### src/rtl/instruction_cycle_engine.sv
// instruction_cycle_engine
//   Small accumulator microcontroller core: fetch/decode/execute FSM, PC, IR,
//   accumulator A and an embedded RAM that holds both program and data.
//   Instruction word = {opcode[2:0], address[ADDR_W-1:0]}.
//   Opcodes: 0 LOAD, 1 STORE, 2 ADD, 3 SUB, 4 INPUT, 5 JZ, 6 JPOS, 7 HALT.
//
//   Optional feature macro: SINGLE_STEP_EN
//     Adds the i_step input, a 2-flop synchroniser with rising-edge detect and
//     a PAUSE state. FETCH is entered from START or EXEC only on a step edge.
//
// Ports
//   clk          system clock, rising edge
//   rst_n        asynchronous active-low reset (RAM contents survive it)
//   i_step       (SINGLE_STEP_EN only) single-step pushbutton level
//   i_run        level; START -> FETCH when high
//   i_prog_we    program-load write strobe (honoured in START and HALT only)
//   i_prog_addr  program-load address
//   i_prog_data  program-load data
//   i_enter      level; completes an INPUT instruction
//   i_input      value loaded into A by INPUT
//   o_output     A delayed by one clock
//   o_halt       high while in HALT
//   o_pc_dbg     current PC
//   o_state_dbg  current FSM state encoding
//
// Handshake: there are no valid/ready pairs. i_run and i_enter are plain
// levels sampled on the rising edge while the FSM waits in START or EXEC.
module instruction_cycle_engine #(
  parameter int ADDR_W = 5,
  parameter int DATA_W = 8
) (
  input  logic              clk,
  input  logic              rst_n,
`ifdef SINGLE_STEP_EN
  input  logic              i_step,
`endif
  input  logic              i_run,
  input  logic              i_prog_we,
  input  logic [ADDR_W-1:0] i_prog_addr,
  input  logic [DATA_W-1:0] i_prog_data,
  input  logic              i_enter,
  input  logic [DATA_W-1:0] i_input,
  output logic [DATA_W-1:0] o_output,
  output logic              o_halt,
  output logic [ADDR_W-1:0] o_pc_dbg,
  output logic [2:0]        o_state_dbg
);

  localparam int DEPTH = 1 << ADDR_W;

  if (DATA_W != ADDR_W + 3) begin : g_width_check
    $error("instruction_cycle_engine: DATA_W must equal ADDR_W + 3");
  end

  typedef enum logic [2:0] {
    S_START  = 3'd0,
    S_FETCH  = 3'd1,
    S_DECODE = 3'd2,
    S_EXEC   = 3'd3,
    S_HALT   = 3'd4
`ifdef SINGLE_STEP_EN
    , S_PAUSE = 3'd5
`endif
  } state_t;

  localparam logic [2:0] OP_LOAD  = 3'd0;
  localparam logic [2:0] OP_STORE = 3'd1;
  localparam logic [2:0] OP_ADD   = 3'd2;
  localparam logic [2:0] OP_SUB   = 3'd3;
  localparam logic [2:0] OP_INPUT = 3'd4;
  localparam logic [2:0] OP_JZ    = 3'd5;
  localparam logic [2:0] OP_JPOS  = 3'd6;
  localparam logic [2:0] OP_HALT  = 3'd7;

  state_t              r_state;
  state_t              w_state_nxt;
  state_t              w_after_exec;
  logic [ADDR_W-1:0]   r_pc;
  logic [DATA_W-1:0]   r_ir;
  logic [DATA_W-1:0]   r_a;
  logic [DATA_W-1:0]   r_output;
  logic [DATA_W-1:0]   r_mem [DEPTH];

  logic [2:0]          w_opcode;
  logic [ADDR_W-1:0]   w_ir_addr;
  logic [ADDR_W-1:0]   w_addr;
  logic [DATA_W-1:0]   w_rdata;
  logic                w_ir_load;
  logic                w_pc_inc;
  logic                w_pc_jump;
  logic                w_a_load;
  logic [DATA_W-1:0]   w_a_nxt;
  logic                w_mem_we;
  logic [DATA_W-1:0]   w_mem_wdata;

  assign w_opcode  = r_ir[DATA_W-1:ADDR_W];
  assign w_ir_addr = r_ir[ADDR_W-1:0];

  // One address mux serves both the read port and the write port: the load
  // port owns the RAM while idle, the operand field while executing, and
  // the PC while fetching.
  always_comb begin
    w_addr = r_pc;
    if (r_state == S_START || r_state == S_HALT) begin
      w_addr = i_prog_addr;
    end else if (r_state == S_EXEC) begin
      w_addr = w_ir_addr;
    end
  end

  assign w_rdata = r_mem[w_addr];

`ifdef SINGLE_STEP_EN
  logic r_step_s1;
  logic r_step_s2;
  logic r_step_d;
  logic w_step_edge;

  always_ff @(posedge clk or negedge rst_n) begin
    if (!rst_n) begin
      r_step_s1 <= 1'b0;
      r_step_s2 <= 1'b0;
      r_step_d  <= 1'b0;
    end else begin
      r_step_s1 <= i_step;
      r_step_s2 <= r_step_s1;
      r_step_d  <= r_step_s2;
    end
  end

  assign w_step_edge  = r_step_s2 & ~r_step_d;
  assign w_after_exec = w_step_edge ? S_FETCH : S_PAUSE;
`else
  assign w_after_exec = S_FETCH;
`endif

  always_comb begin
    w_state_nxt = r_state;
    w_ir_load   = 1'b0;
    w_pc_inc    = 1'b0;
    w_pc_jump   = 1'b0;
    w_a_load    = 1'b0;
    w_a_nxt     = r_a;
    w_mem_we    = 1'b0;
    w_mem_wdata = i_prog_data;
    case (r_state)
      S_START: begin
        w_mem_we = i_prog_we;
        if (i_run) begin
          w_state_nxt = w_after_exec;
        end
      end
      S_FETCH: begin
        w_ir_load   = 1'b1;
        w_pc_inc    = 1'b1;
        w_state_nxt = S_DECODE;
      end
      S_DECODE: begin
        w_state_nxt = (w_opcode == OP_HALT) ? S_HALT : S_EXEC;
      end
      S_EXEC: begin
        w_state_nxt = w_after_exec;
        case (w_opcode)
          OP_LOAD: begin
            w_a_load = 1'b1;
            w_a_nxt  = w_rdata;
          end
          OP_STORE: begin
            w_mem_we    = 1'b1;
            w_mem_wdata = r_a;
          end
          OP_ADD: begin
            w_a_load = 1'b1;
            w_a_nxt  = r_a + w_rdata;
          end
          OP_SUB: begin
            w_a_load = 1'b1;
            w_a_nxt  = r_a - w_rdata;
          end
          OP_INPUT: begin
            if (i_enter) begin
              w_a_load = 1'b1;
              w_a_nxt  = i_input;
            end else begin
              w_state_nxt = S_EXEC;
            end
          end
          OP_JZ:   w_pc_jump = (r_a == '0);
          // Strictly positive: sign bit clear and not zero.
          OP_JPOS: w_pc_jump = !r_a[DATA_W-1] && (r_a != '0);
          default: ;
        endcase
      end
      S_HALT: begin
        w_mem_we = i_prog_we;
      end
`ifdef SINGLE_STEP_EN
      S_PAUSE: begin
        if (w_step_edge) begin
          w_state_nxt = S_FETCH;
        end
      end
`endif
      default: w_state_nxt = S_START;
    endcase
  end

  always_ff @(posedge clk or negedge rst_n) begin
    if (!rst_n) begin
      r_state  <= S_START;
      r_pc     <= '0;
      r_ir     <= '0;
      r_a      <= '0;
      r_output <= '0;
    end else begin
      r_state  <= w_state_nxt;
      r_output <= r_a;
      if (w_ir_load) begin
        r_ir <= w_rdata;
      end
      if (w_pc_jump) begin
        r_pc <= w_ir_addr;
      end else if (w_pc_inc) begin
        r_pc <= r_pc + 1'b1;
      end
      if (w_a_load) begin
        r_a <= w_a_nxt;
      end
    end
  end

  // RAM has no reset. Reset forces the FSM to START, so an in-flight STORE
  // can never reach this write port.
  always_ff @(posedge clk) begin
    if (w_mem_we) begin
      r_mem[w_addr] <= w_mem_wdata;
    end
  end

  assign o_output    = r_output;
  assign o_halt      = (r_state == S_HALT);
  assign o_pc_dbg    = r_pc;
  assign o_state_dbg = r_state;

endmodule

### config.mk
export PLATFORM = sky130hd
export DESIGN_NAME = instruction_cycle_engine
export DESIGN_NICKNAME = d
export VERILOG_FILES = /design/src/rtl/instruction_cycle_engine.sv
export SDC_FILE = /design/constraint.sdc
export NUM_CORES = 1
export LEC_CHECK = 0
export CORE_ASPECT_RATIO = 1.2
export CORE_MARGIN = 4
export CORE_UTILIZATION = 45
export DETAILED_ROUTE_END_ITERATION = 10
export HOLD_SLACK_MARGIN = 0.08
export SYNTH_ARGS = -nofsm -noshare
export SYNTH_HDL_FRONTEND = slang
export SYNTH_SLANG_ARGS = --single-unit
### constraint.sdc
create_clock -name clk -period 6.4 [get_ports clk]
set_clock_uncertainty 0.2 [all_clocks]
set_input_delay 0.64 -clock clk [delete_from_list [all_inputs] [get_ports clk]]
set_output_delay 0.64 -clock clk [all_outputs]
set_load 0.05 [all_outputs]
==> results of run 1 <==
## stage by stage
step,utilization (%),area [µm²],setup slack [ns]
after floorplan,-,12100,0.712
after global placement,50.0,13200,0.0855
after detailed placement,50.0,13200,0.140
after CTS,53.3,14000,0.272
after global routing,53.3,14000,0.0963
final,53.3,14000,0.399
## path summary, 6_finish.rpt
check	start	end	slack [ns]	cells after the start
min in group asynchronous	rst_n	o_pc_dbg[4]	0.30	2
hold / removal	r_a[0]	o_output[0]	0.24	0
setup / recovery	o_state_dbg[2]	r_a[7]	0.40	24
hold reg to reg	r_a[0]	o_output[0]	0.24	0
max in group asynchronous	rst_n	r_a[2]	5.38	2
setup reg to reg	o_state_dbg[2]	r_a[7]	0.40	24
## final cells by class
class	instances	area [µm²]	share of cell area, %
flip-flops and latches	288	8490	60.4
multi-input cells	468	3440	24.5
repair buffers	86	801	5.70
clock buffers	38	769	5.48
well taps	335	419	2.98
clock inverters	14	109	0.775
inverters	7	26.3	0.187
## synth_stat cells, drive strengths merged
| cell type | number | share of area, % |
|---|---|---|
| a2111o | 1 | 0.093 |
| nor3b | 1 | 0.062 |
| inv | 7 | 0.22 |
| nor3 | 7 | 0.29 |
| o21a | 1 | 0.062 |
| o21ai | 11 | 0.46 |
| a21boi | 1 | 0.062 |
| xor2 | 4 | 0.29 |
| a21oi | 20 | 0.95 |
| nor2b | 8 | 0.43 |
| or3 | 1 | 0.052 |
| mux2i | 125 | 10 |
| a221oi | 7 | 0.51 |
| nor4 | 16 | 0.88 |
| ha | 9 | 0.93 |
| xnor2 | 9 | 0.65 |
| a2111oi | 1 | 0.072 |
| and2 | 3 | 0.16 |
| nand2b | 7 | 0.36 |
| a22oi | 1 | 0.062 |
| o311ai | 2 | 0.14 |
| nand3 | 3 | 0.12 |
| and3 | 2 | 0.10 |
| buf | 20 | 1.2 |
| nor2 | 68 | 2.2 |
| a31oi | 6 | 0.31 |
| nand4 | 17 | 0.88 |
| edfxtp | 256 | 64 |
| mux2 | 26 | 2.4 |
| a21o | 3 | 0.19 |
| o22ai | 64 | 3.3 |
| nand2 | 36 | 1.1 |
| nor4b | 1 | 0.072 |
| a211oi | 2 | 0.12 |
| clkbuf | 5 | 0.16 |
| fa | 1 | 0.17 |
| or4 | 2 | 0.19 |
| dfrtp | 32 | 6.6 |
| a222oi | 1 | 0.083 |
| nand3b | 1 | 0.062 |
## routing by layer
metal | up-vias | track usage, % | share of wire, %
li1 | 3294 | - | -
met1 | 3644 | 27.3 | 39
met2 | 257 | 38.1 | 51
met3 | 77 | 3.76 | 6.1
met4 | 0 | 8.08 | 4.1
met5 | - | 0 | 0
## kinds of logic (layout without fill, tap and decap cells)
kind of cell	Yosys count	in the layout	share of synthesized area, %
AOI/OAI and AO/OA	121	121	6.43
xor gates and xnor gates	13	13	0.942
adders and majority gates	10	10	1.10
buffers and inverters	32	145	1.56
DFF	288	288	70.2
muxes	151	151	12.8
and+or+nand+nor	173	173	6.96
## worst register-to-register path: stages (launching register included)
cell	delay, ns
dfrtp_1	0.48
nor2b_4	0.31
mux2i_1	0.42
a21oi_4	0.11
buf_12	0.20
mux2i_1	0.43
o22ai_1	0.15
nor4_1	0.44
nand2_1	0.18
inv_1	0.11
ha_1	0.23
o21a_1	0.23
inv_1	0.07
ha_1	0.21
nor2b_1	0.12
o21ai_0	0.13
nand2b_1	0.12
a21o_1	0.22
a2111oi_0	0.40
nor3_1	0.14
xor2_1	0.18
xnor2_1	0.17
a2111o_1	0.39
and3_1	0.18
a21oi_2	0.12
## sequential cells by signal (all words and copies together), names as in the netlist
register     count
r_ir             8
r_mem          256
r_a              8
o_output         8
o_state_dbg      3
o_pc_dbg         5
## timing repair
action,4_1_cts,5_1_grt
endpoints found under the setup margin,0,1
hold endpoints to repair,0,0
resized for setup,0,2
hold buffers,0,0
==> results.rst, run 1 <==
.. list-table::
   :header-rows: 1

   * - Metric
     - Value
   * - Dpl hpwl
     - 23000 µm
   * - Maximum fanout count along the critical path
     - 34
   * - Layout area overhead
     - 16.3%
   * - Hold WC Path Type
     - flop to flop
   * - Core outline area
     - approximately 26000 µm²
   * - Via count of the first global-routing pass
     - 7480
   * - Final setup violation count
     - 0
   * - Achievable clock frequency
     - 167 MHz
   * - Remaining number of nets flagged by the antenna check after routing
     - 0
   * - Overall fraction of global-route tracks in use
     - 21.9%
   * - Drt drc
     - 0
   * - Worst Max-Slew Pin Slew
     - 1.26 ns
   * - Post-synthesis sequential area ratio
     - 70.2%
   * - Setup TNS
     - 0 ns
   * - Insertion delay to the later sink of the worst-skew pair
     - approximately 0.55 ns
   * - Cell type of the slowest stage on the worst timing path
     - dfrtp_1
   * - TritonCTS buffer count
     - 28
   * - Synth cell types
     - 50
   * - Cell count after synthesis
     - 788
   * - Number of warnings printed during yosys synthesis
     - 0
   * - Leading cell type in the layout, fill and taps excluded
     - edfxtp_1
   * - Maximum Capacitance Violations
     - 0
   * - Router iterations before antenna repair
     - 6
   * - Most frequent cells in the layout
     - 256 x edfxtp_1, 124 x mux2i_1, 67 x nor2_1, 64 x o22ai_1, 42 x clkdlybuf4s50_1
   * - Crit end category
     - flop
   * - Mapped Area
     - 12100 µm²
   * - Violation count after the first detailed-route iteration
     - 761
   * - Sink Count
     - 288
   * - Critical Path, Cell by Cell
     - nor2b_4 -> mux2i_1 -> a21oi_4 -> buf_12 -> mux2i_1 -> o22ai_1 -> nor4_1 -> nand2_1 -> inv_1 -> ha_1 -> o21a_1 -> inv_1 -> ha_1 -> nor2b_1 -> o21ai_0 -> nand2b_1 -> a21o_1 -> a2111oi_0 -> nor3_1 -> xor2_1 -> xnor2_1 -> a2111o_1 -> and3_1 -> a21oi_2
   * - Antenna violations before repair
     - 0
   * - IO Count
     - between 40 and 50
   * - Worst slew margin relative to its limit
     - between 10% and 20%
   * - Post-synthesis area per instance
     - 15.3 µm²
   * - Average wire per cell in the routed design
     - around 26 µm
   * - # rows
     - between 60 and 70
   * - Largest net degree at the start of global routing
     - 35
   * - Final worst path period share
     - 93.8%
   * - Unrepaired setup endpoints after global routing
     - no
   * - CTS tree
     - built
   * - Final Wtd Congestion
     - slightly above 0.9
   * - Required arrival time at the worst endpoint
     - 6.68 ns
   * - Total grt overflow
     - 0
   * - Starting utilization of the core area
     - about 46%
   * - Reg clk slew, reported paths
     - 0.06 ns
   * - Ratio of cells with drive above 1 in the final layout
     - 13.2%
   * - H-tree levels
     - 1
   * - Buffers inserted during post-CTS setup optimization
     - 0
   * - Hold violation total from the final report
     - 0
   * - Number of placed cells counting well taps
     - between 1k and 1.5k
   * - Count of input and output buffers
     - 42
   * - Number of buffers on the longest clock path
     - 3
   * - Worst hold slack across all endpoints
     - 0.244 ns
   * - Signal arrival time at the worst endpoint
     - 6.28 ns
   * - Worst Path Buf+Inv
     - 3
   * - # fillers
     - 2165
   * - Result of the run
     - finished clean
   * - Crit path largest cell delay
     - 0.48 ns
   * - Post-detailed-routing wire length
     - about 33000 µm
   * - Final critical delay including setup and external delays
     - 6.00 ns
   * - FF+latch count, synth
     - around 290
   * - Syn Nets
     - 824
   * - Cell at the root of the clock tree
     - clkbuf_16
   * - Die span in x
     - approximately 160 µm
   * - Non-filler cells in the finished layout
     - approximately 1.2k
   * - Crit Path Category
     - flop to flop
   * - Per-cell via count in the routed design
     - between 5 and 6
   * - Crit path max-delay family
     - compound AO/OA/AOI/OAI gates
   * - Area of the die
     - 29600 µm²
   * - Chip height
     - 188 µm
   * - Layout Nets
     - between 900 and 1k
   * - Via count
     - ~7.3k
   * - Kind of start point of the critical path
     - flop
   * - Number of pins exceeding their max-slew limit in the final report
     - 0
   * - Number of antenna cells inserted
     - 0
   * - Wire length of the first global-routing pass
     - slightly below 50000 µm
Power of run 1 is not shown: default switching activity piles up to over one toggle a cycle in this logic, so the estimate is an artifact.
==> run 2: changes to the inputs <==
--- a/config.mk
+++ b/config.mk
@@ -9,4 +9,5 @@
 export CORE_MARGIN = 4
 export CORE_UTILIZATION = 45
+export CTS_CLUSTER_SIZE = 12
 export DETAILED_ROUTE_END_ITERATION = 10
 export HOLD_SLACK_MARGIN = 0.08
==> constraint.sdc (replaced) <==
create_clock -name clk -period 6.4 [get_ports clk]
set_clock_uncertainty 0.2 [all_clocks]
set_input_delay 1.28 -clock clk [delete_from_list [all_inputs] [get_ports clk]]
set_output_delay 1.28 -clock clk [all_outputs]
set_load 0.05 [all_outputs]
==> run 2 against run 1 <==
Effect of this change: sequential cell count unchanged; via count up 3.9%; critical path type is now primary input to flop; non-clock buffer count rose by 67; maximum frequency fell by 2.5%; highest routed layer unchanged; global-route usage grew 0.63 points; routed wire length is 2.5% higher; sequential share of layout area decreased by 2.3 points.
==> results.rst, run 2 (synthesized netlist as in run 1, its figures left out) <==
.. list-table::
   :header-rows: 1

   * - Metric
     - Value
   * - Layout Nets
     - 984
   * - Number of buffers on the longest clock path
     - 3
   * - Average wire per cell in the routed design
     - 25.6 µm
   * - Final Wtd Congestion
     - roughly 0.93
   * - Drt drc
     - 0
   * - Multi-input gate area
     - 3470 µm²
   * - Wire length of the first global-routing pass
     - 49400 µm
   * - Violation count after the first detailed-route iteration
     - 509
   * - Overall fraction of global-route tracks in use
     - 22.5%
   * - Most frequent cells in the layout
     - 256 x edfxtp_1, 123 x mux2i_1, 107 x buf_4, 67 x nor2_1, 64 x o22ai_1
   * - Per-cell via count in the routed design
     - 5.78
   * - Worst R2R Path Depth
     - 24
   * - Post-detailed-placement cell area
     - 13600 µm²
   * - Count of input and output buffers
     - between 40 and 50
   * - IO Count
     - 43
   * - Dpl hpwl
     - 23500 µm
   * - Maximum Capacitance Violations
     - 0
   * - Leading cell type in the layout, fill and taps excluded
     - edfxtp_1
   * - Crit path largest cell delay
     - 0.41 ns
   * - H-tree levels
     - 1
   * - Maximum fanout count along the critical path
     - 11
   * - CTS hold repair buffers
     - 0
   * - Total grt overflow
     - 0
   * - Setup slack of the worst register-to-register path
     - roughly 0.52 ns
   * - # rows
     - 65
   * - Die span in x
     - 158 µm
   * - Worst slew margin relative to its limit
     - 10.8%
   * - Hold WC Path Type
     - flop to flop
   * - Critical Path End
     - r_a[7]
   * - Worst Max-Slew Pin Slew
     - 1.33 ns
   * - Core outline area
     - 26400 µm²
   * - Layout area overhead
     - 20.9%
   * - Final worst path period share
     - 96.1%
   * - Hold violation total from the final report
     - 0
   * - Largest net degree at the start of global routing
     - 33
   * - Router iterations before antenna repair
     - 5
   * - Most flops, register
     - r_mem
   * - Remaining number of nets flagged by the antenna check after routing
     - 0
   * - Chip height
     - 188 µm
   * - Cell at the root of the clock tree
     - clkbuf_16
   * - Reg clk slew, reported paths
     - 0.06 ns
   * - Crit end category
     - flop
   * - Antenna violations before repair
     - 0
   * - Flip-flop count of the largest register, all copies and words added
     - 256
   * - Layout Utilization
     - between 50% and 60%
   * - Result of the run
     - finished clean
   * - Achievable clock frequency
     - 163 MHz
   * - CTS tree
     - built
   * - Kind of start point of the critical path
     - primary input
   * - Required arrival time at the worst endpoint
     - 6.67 ns
   * - Final critical delay including setup and external delays
     - 6.15 ns
   * - Launching element of the worst setup path
     - i_prog_addr[0]
   * - Via count
     - about 7.6k
   * - Setup TNS
     - 0 ns
   * - Post-route design area
     - 14600 µm²
   * - TritonCTS buffer count
     - 30
   * - Starting utilization of the core area
     - 45.9%
   * - Ratio of cells with drive above 1 in the final layout
     - roughly a fifth
   * - Crit Path Category
     - primary input to flop
   * - Register cell area after layout
     - around 8500 µm²
   * - Number of antenna cells inserted
     - 0
   * - Via count of the first global-routing pass
     - 7774
   * - Capturing point of the worst reg2reg path
     - r_a[7]
   * - Final setup violation count
     - 0
   * - Post-detailed-routing wire length
     - 33500 µm
   * - Sink Count
     - 288
   * - Insertion delay to the later sink of the worst-skew pair
     - 0.55 ns
   * - Number of pins exceeding their max-slew limit in the final report
     - 0
   * - # fillers
     - 2136
   * - Signal arrival time at the worst endpoint
     - between 6 and 7 ns
   * - Cell type of the slowest stage on the worst timing path
     - a2111oi_2
   * - Area of the die
     - slightly below 30000 µm²
   * - Launch point of the worst reg-to-reg path
     - o_state_dbg[2]
==> run 2: critical path: cells and delay by family <==
kind	cells	cell delay (ns)
xor+xnor	2	0.33
buf+inv	5	0.91
mux	1	0.27
compound gates	9	2.11
simple gates	7	1.08
fa+ha+maj	2	0.44
==> run 2: metrics by stage <==
step | worst slack (ns) | std cells | hold slack, ns
floorplan | 0.283 | 788 | 0.196
global placement | -0.310 | 1248 | 0.236
detailed placement | -0.470 | 1248 | 0.239
CTS | 0.0786 | 1303 | 0.255
global route | -0.0324 | 1306 | 0.278
finish | 0.247 | 1306 | 0.250
==> run 2: worst min path at each step <==
stage                 from     endpoint  slack [ns]  depth (start not counted)
finish              r_a[0]  o_output[0]        0.25                          0
global route        r_a[0]  o_output[0]        0.28                          0
CTS                 r_a[0]  o_output[0]        0.26                          0
detailed placement  r_a[0]  o_output[0]        0.24                          0
global placement    r_a[0]  o_output[0]        0.24                          0
floorplan           r_a[0]  o_output[0]        0.20                          0
==> run 2: cell type report <==
type | instances | share of cell area (%)
multi-input combinational | 468 | 23.7
sequential | 288 | 58.1
inverter | 7 | 0.180
clock buffer | 46 | 5.70
clock inverter | 9 | 0.471
tap | 335 | 2.87
timing repair buffer | 153 | 8.93
==> run 2: what timing repair did <==
action,CTS,global route
gates resized for setup,0,8
endpoints found under the setup margin,0,1
hold endpoints to repair,0,0
setup buffers,0,3
==> run 2: metal layers <==
layer	global-route usage (%)	vias up	part of all wire, %
met3	3.16	63	5.8
met2	39.8	294	51
met4	7.94	0	4.1
li1	-	3426	-
met1	28.2	3770	39
met5	0	-	0
Power of run 2 is left out for the same reason.
